## src/rtl/div_pkg.sv

```systemverilog
`default_nettype none
// ============================================================================
//  Module      : div_pkg
//  Description : Shared definitions for the M-extension divide controller.
//                Holds the operand width, the counter width, the controller
//                state encoding, the op encoding and a two's-complement helper.
//  Revision    : 1.0  initial release
// ============================================================================
package div_pkg;

    localparam int XLEN  = 32;
    localparam int CNT_W = 6;

    // Controller states
    typedef logic [2:0] state_t;
    localparam state_t ST_IDLE = 3'd0;
    localparam state_t ST_PREP = 3'd1;
    localparam state_t ST_DIV  = 3'd2;
    localparam state_t ST_FIX  = 3'd3;
    localparam state_t ST_DONE = 3'd4;

    // Op encoding as presented by the decoder
    localparam logic [1:0] OP_DIV  = 2'b00;
    localparam logic [1:0] OP_DIVU = 2'b01;
    localparam logic [1:0] OP_REM  = 2'b10;
    localparam logic [1:0] OP_REMU = 2'b11;

    function automatic logic [XLEN-1:0] negate(input logic [XLEN-1:0] x);
        return (~x) + XLEN'(1);
    endfunction

endpackage
`default_nettype wire

```

## src/rtl/clz_div_ctrl_clz.sv

```systemverilog
`default_nettype none
// ============================================================================
//  Module      : clz_div_ctrl_clz
//  Description : Combinational count-leading-zeros unit.
//                i_value : operand to scan
//                o_count : number of leading zeros, 0..XLEN (XLEN only for 0)
//  Revision    : 1.0  initial release
// ============================================================================
module clz_div_ctrl_clz #(
    parameter int XLEN  = 32,
    parameter int CNT_W = 6
) (
    input  logic [XLEN-1:0]  i_value,
    output logic [CNT_W-1:0] o_count
);

    // Scanning upward lets the highest set bit overwrite lower ones.
    always_comb begin
        o_count = CNT_W'(XLEN);
        for (int i = 0; i < XLEN; i++) begin
            if (i_value[i]) begin
                o_count = CNT_W'(XLEN - 1 - i);
            end
        end
    end

endmodule
`default_nettype wire

```

## src/rtl/clz_div_ctrl.sv

```systemverilog
`default_nettype none
// ============================================================================
//  Module      : clz_div_ctrl
//  Description : Multi-cycle DIV/DIVU/REM/REMU controller. Radix-2 restoring
//                divide; the dividend's leading zeros are skipped using the
//                CLZ unit, so a normal op takes 32 - clz(|dividend|) iterations.
//  Ports       : clk, rst       clock, synchronous active-high reset
//                in_valid/ready request handshake (op, rs1, rs2)
//                flush          kills the in-flight op, no result produced
//                out_valid/ready result handshake (result)
//                busy           high whenever the controller is not idle
//  Revision    : 1.0  initial release
// ============================================================================
module clz_div_ctrl #(
    parameter int XLEN  = div_pkg::XLEN,
    parameter int CNT_W = div_pkg::CNT_W
) (
    input  logic            clk,
    input  logic            rst,
    input  logic            in_valid,
    output logic            in_ready,
    input  logic [1:0]      op,
    input  logic [XLEN-1:0] rs1,
    input  logic [XLEN-1:0] rs2,
    input  logic            flush,
    output logic            out_valid,
    input  logic            out_ready,
    output logic [XLEN-1:0] result,
    output logic            busy
);

    import div_pkg::*;

    localparam logic [CNT_W-1:0] c_xlen    = CNT_W'(XLEN);
    localparam logic [XLEN-1:0]  c_int_min = {1'b1, {(XLEN-1){1'b0}}};

    state_t            r_state;
    logic [1:0]        r_op;
    logic [XLEN-1:0]   r_a;        // latched rs1
    logic [XLEN-1:0]   r_b;        // latched rs2
    logic [XLEN-1:0]   r_d;        // dividend shift register
    logic [XLEN-1:0]   r_r;        // partial remainder
    logic [XLEN-1:0]   r_q;        // quotient shift register
    logic [XLEN-1:0]   r_div;      // |divisor|
    logic [XLEN-1:0]   r_result;
    logic [CNT_W-1:0]  r_cnt;

    logic              w_signed;
    logic              w_is_rem;
    logic              w_a_neg;
    logic              w_b_neg;
    logic [XLEN-1:0]   w_abs_a;
    logic [XLEN-1:0]   w_abs_b;
    logic [CNT_W-1:0]  w_clz;
    logic [CNT_W-1:0]  w_k;
    logic [XLEN:0]     w_r_sh;
    logic [XLEN:0]     w_diff;
    logic              w_fits;
    logic [XLEN-1:0]   w_q_fix;
    logic [XLEN-1:0]   w_r_fix;

    assign w_signed = (r_op == OP_DIV) || (r_op == OP_REM);
    assign w_is_rem = (r_op == OP_REM) || (r_op == OP_REMU);
    assign w_a_neg  = w_signed & r_a[XLEN-1];
    assign w_b_neg  = w_signed & r_b[XLEN-1];
    assign w_abs_a  = w_a_neg ? negate(r_a) : r_a;
    assign w_abs_b  = w_b_neg ? negate(r_b) : r_b;

    clz_div_ctrl_clz #(
        .XLEN  (XLEN),
        .CNT_W (CNT_W)
    ) u_clz (
        .i_value (w_abs_a),
        .o_count (w_clz)
    );

    assign w_k = c_xlen - w_clz;

    // The shifted remainder can exceed 32 bits when the divisor is above
    // 2^31, so the trial subtract is 33 bits wide; bit XLEN is the borrow.
    assign w_r_sh = {r_r, r_d[XLEN-1]};
    assign w_diff = w_r_sh - {1'b0, r_div};
    assign w_fits = ~w_diff[XLEN];

    assign w_q_fix = (w_a_neg ^ w_b_neg) ? negate(r_q) : r_q;
    assign w_r_fix = w_a_neg ? negate(r_r) : r_r;

    always_ff @(posedge clk) begin
        if (rst) begin
            r_state  <= ST_IDLE;
            r_op     <= 2'b00;
            r_a      <= '0;
            r_b      <= '0;
            r_d      <= '0;
            r_r      <= '0;
            r_q      <= '0;
            r_div    <= '0;
            r_cnt    <= '0;
            r_result <= '0;
        end else if (flush) begin
            r_state <= ST_IDLE;
        end else begin
            case (r_state)
                ST_IDLE: begin
                    if (in_valid) begin
                        r_op    <= op;
                        r_a     <= rs1;
                        r_b     <= rs2;
                        r_state <= ST_PREP;
                    end
                end
                ST_PREP: begin
                    r_d   <= w_abs_a << w_clz;
                    r_r   <= '0;
                    r_q   <= '0;
                    r_div <= w_abs_b;
                    r_cnt <= w_k;
                    if (r_b == '0) begin
                        r_result <= w_is_rem ? r_a : '1;
                        r_state  <= ST_DONE;
                    end else if (w_signed && (r_a == c_int_min) && (r_b == '1)) begin
                        r_result <= w_is_rem ? '0 : c_int_min;
                        r_state  <= ST_DONE;
                    end else if (r_a == '0) begin
                        r_result <= '0;
                        r_state  <= ST_DONE;
                    end else begin
                        r_state <= ST_DIV;
                    end
                end
                ST_DIV: begin
                    r_d   <= r_d << 1;
                    r_r   <= w_fits ? w_diff[XLEN-1:0] : w_r_sh[XLEN-1:0];
                    r_q   <= {r_q[XLEN-2:0], w_fits};
                    r_cnt <= r_cnt - CNT_W'(1);
                    if (r_cnt == CNT_W'(1)) begin
                        r_state <= ST_FIX;
                    end
                end
                ST_FIX: begin
                    r_result <= w_is_rem ? w_r_fix : w_q_fix;
                    r_state  <= ST_DONE;
                end
                ST_DONE: begin
                    if (out_ready) begin
                        r_state <= ST_IDLE;
                    end
                end
                default: begin
                    r_state <= ST_IDLE;
                end
            endcase
        end
    end

    assign in_ready  = (r_state == ST_IDLE);
    assign busy      = (r_state != ST_IDLE);
    assign out_valid = (r_state == ST_DONE);
    assign result    = r_result;

endmodule
`default_nettype wire

```

## config.mk

```make
export PLATFORM = sky130hd
export DESIGN_NAME = clz_div_ctrl
export DESIGN_NICKNAME = d
export VERILOG_FILES = /design/src/rtl/div_pkg.sv /design/src/rtl/clz_div_ctrl_clz.sv /design/src/rtl/clz_div_ctrl.sv
export SDC_FILE = /design/constraint.sdc
export NUM_CORES = 1
export LEC_CHECK = 0
export ABC_AREA = 1
export CORE_ASPECT_RATIO = 1.4
export CORE_MARGIN = 8
export CORE_UTILIZATION = 25
export CTS_CLUSTER_DIAMETER = 50
export DETAILED_ROUTE_END_ITERATION = 10
export PLACE_DENSITY = 0.38
export SLEW_MARGIN = 15
export SYNTH_ARGS = -nofsm -noshare
export SYNTH_HDL_FRONTEND = slang
export SYNTH_SLANG_ARGS = --single-unit
```

## constraint.sdc

```tcl
create_clock -name clk -period 4.2 [get_ports clk]
set_input_delay 0.84 -clock clk [delete_from_list [all_inputs] [get_ports clk]]
set_output_delay 0.84 -clock clk [all_outputs]
set_load 0.03 [all_outputs]
```

==> metrics.md <==
| Metric | Value |
|---|---|
| Max-cap check violation count | `0` |
| FMAX | `250 MHz` |
| DRT Pass-1 Iters | `5` |
| Post-DP Area | `approximately 18000 um2` |
| Outcome | `complete, no violations` |
| CP endpoint kind | `register` |
| Mapped Cells | `2478` |
| Top cell type by total area after synthesis | `dfxtp_1` |
| Routed length per instance | `just under 20 um` |
| Worst-path clk slew | `around 60 ps` |
| Largest net degree at the start of global routing | `about 110` |
| Slew HR | `0.297` |
| Synth warnings | `0` |
| Syn nets | `between 2k and 3k` |
| Final Hold Viols | `0` |
| TritonCTS buffer count | `36` |
| Post-synth EDFFs | `0` |
| Met3 usage | `0.0223` |
| Clk_lat worst skew | `~560 ps` |
| Post-DRT Antenna Nets | `0` |
| Synth top cells by count | `nand2_1, a21oi_1, o21ai_0, dfxtp_1, inv_1` |
| Busiest layer in global routing | `met2` |
| Pins Over Slew Limit | `0` |
| Clk root buf | `clkbuf_16` |
| Critical path arrival | `roughly 4500 ps` |
| Top FF cell, synth | `dfxtp_1` |
| Num rows | `109` |
| Avg Cell Area, Syn | `around 6.4 um2` |
| Post-Route WL | `67300 um` |
| Leak pwr | `8.10 nW` |
| Total number of vias | `between 15k and 20k` |
| Number of distinct library cells after synthesis | `60` |
| Worst hold path type | `reg2reg` |
| RSZ-0062 raised after global routing | `true` |
| Core footprint | `about 63000 um2` |
| Design area | `between 15000 and 20000 um2` |
| Sink Count | `between 200 and 250` |
| Top cell type's share of synthesized area | `0.297` |
| Most frequent cell after synthesis | `nand2_1` |
| DP Wirelength | `52500 um` |
| Critical path class | `reg2reg` |
| Top-level I/O count | `between 100 and 150` |
| Fin nets | `~2.7k` |
| ANT cells | `0` |
| Worst endpoint required time | `around 4700 ps` |
| Final setup viols | `0` |
| CTS tree | `built` |
| Synth area leaders | `dfxtp_1, nand2_1, a21oi_1, o21ai_0, nand3_1` |
| Starting density of the core | `0.252` |
| Sequential area share after synthesis | `0.297` |
| #FFs+latches synth | `between 200 and 250` |
| GRT Util Overall | `0.178` |
| Die H | `314 um` |
| Vias in the first global route | `16.4k` |
| Placer Congestion | `just under 0.9` |
| Hold buffers post-CTS | `0` |
| Worst slew pin tran | `about 1100 ps` |
| Hold slack | `about 470 ps` |
| Initial drt markers | `1020` |
| PD cells | `approximately 450 nW/um2` |
| Clock Tree Buf Depth | `3` |
| Met2 Usage GRT | `0.330` |
| Syn Std Cell Area | `~16000 um2` |
| Initial antenna violation count | `1` |
| Port bufs | `105` |
| Tmin final | `roughly 4000 ps` |
| GR Layer Usage met1 | `0.196` |
| Via/cell ratio | `around 4.9` |
| Die ar. | `a little over 70000 um2` |
| GRT Residual Overflow | `0` |
| Drc violations | `0` |
| Startpoint Class | `register` |
| Crit Path Max Fanout | `11` |
| Non-Filler Instances | `roughly 3.5k` |
| VDD IR max | `0.267 mV` |
| Share of post-route cells with drive strength above 1 | `0.113` |
| First-pass GRT wire length | `99600 um` |
| Area grow syn2layout | `25.3%` |
| Die X | `around 230 um` |
| Crit share post-route | `0.953` |
| Dpl cells | `approximately 3.4k` |
| Skew final | `about 25 ps` |
| Post-synth ARST share | `0` |
| H-tree lvl count | `2` |
registers in the layout, indices dropped and copies added (netlist names):
register and count:
r_a 32, r_b 32, r_cnt 6, r_d 32
r_div 32, r_op 2, r_q 32, r_r 32
r_state 3, result 32
cell type report:
| type | instances | area, um2 |
|---|---|---|
| Clock inverter | 23 | 274 |
| Clock buffer | 43 | 978 |
| Multi-Input combinational cell | 1852 | 9870 |
| Tap cell | 832 | 1040 |
| Sequential cell | 235 | 4710 |
| Timing Repair Buffer | 217 | 2020 |
| Fill cell | 6970 | 43100 |
| Inverter | 253 | 962 |
| Timing Repair inverter | 1 | 7.51 |
critical path, cell delays in order, from the launching register on:
cell and delay (ps):
dfxtp_1 340, nor2_2 110, nand2_2 110, nor2_4 170
nand4_4 110, nor2_2 140, nand2_2 90, nor3_2 220
nand4_1 170, nand2_2 110, o21ai_2 100, a21oi_2 230
xor2_4 260, inv_1 120, nand2_1 80, nand2_1 80
nand2_4 120, nand2_8 100, clkbuf_16 190, nand2_1 60
nand2_1 80, nand2_1 80, nand3_1 80, nand2_2 140
nand2_1 80, nand3_1 130, nand2_2 90, a21oi_4 280
per-layer routing:
layer,wire length [um],up-vias,part of all wire
met5,0,-,0
met4,3660,0,0.054
met3,2110,125,0.031
met2,34800,326,0.52
met1,26700,7879,0.40
li1,-,8570,-
path summary, 6_finish.rpt:
check,start,end,slack [ps],depth (start not counted)
worst max register to register,r_a[2],r_d[31],200,27
worst max-delay path,r_a[2],r_d[31],200,27
worst min-delay path,r_div[31],r_div[31],470,2
worst min register to register,r_div[31],r_div[31],470,2
power breakdown:
part           internal [mW]  switching, mW  total (mW)
combinational           1.18           2.13        3.31
clock                   1.99           1.20        3.19
sequential              2.33          0.106        2.44
cell usage in the layout (no fill, tap or decap), drive strengths merged, types with 9 or more instances in the layout:
cell and n:
a21oi 302, nor2 236, nand3 221, nor3 54
a31oi 18, clkbuf 44, ha 41, xor2 62
o211ai 37, xnor2 28, dfxtp 235, o21ai 266
a211oi 11, clkdlybuf4s50 104, nor4 9, buf 112
nand2 467, o31ai 10, a21boi 9, clkinv 14
inv 254, nand4 24
metrics by stage:
step	TNS (ps)	worst slack, ps	utilization	total power [mW]
floorplan	0	618	-	4.50
global placement	-324	-324	0.289	5.67
detailed placement	-328	-328	0.289	5.65
CTS	0	11.5	0.309	8.90
global route	-111	-33.2	0.315	9.46
finish	0	196	0.315	8.94
repair_timing:
item	4_1_cts	5_1_grt
endpoints found under the setup margin	1	97
buffers inserted	0	15
cloned	0	3
pin swaps	0	19
gates resized for setup	4	62
logic make-up (layout without fill, tap and decap cells):
| group | Yosys count | count (layout) | share of synthesized area |
|---|---|---|---|
| XOR/XNOR | 90 | 90 | 0.0507 |
| buffers and inverters | 392 | 537 | 0.0981 |
| flip-flops | 235 | 235 | 0.297 |
| AND/OR/NAND/NOR | 1030 | 1031 | 0.283 |
| adder cells (fa/ha/maj) | 42 | 42 | 0.0336 |
| AO/OA/AOI/OAI | 689 | 689 | 0.238 |
Note: power is estimated with default switching activity, not from simulation.
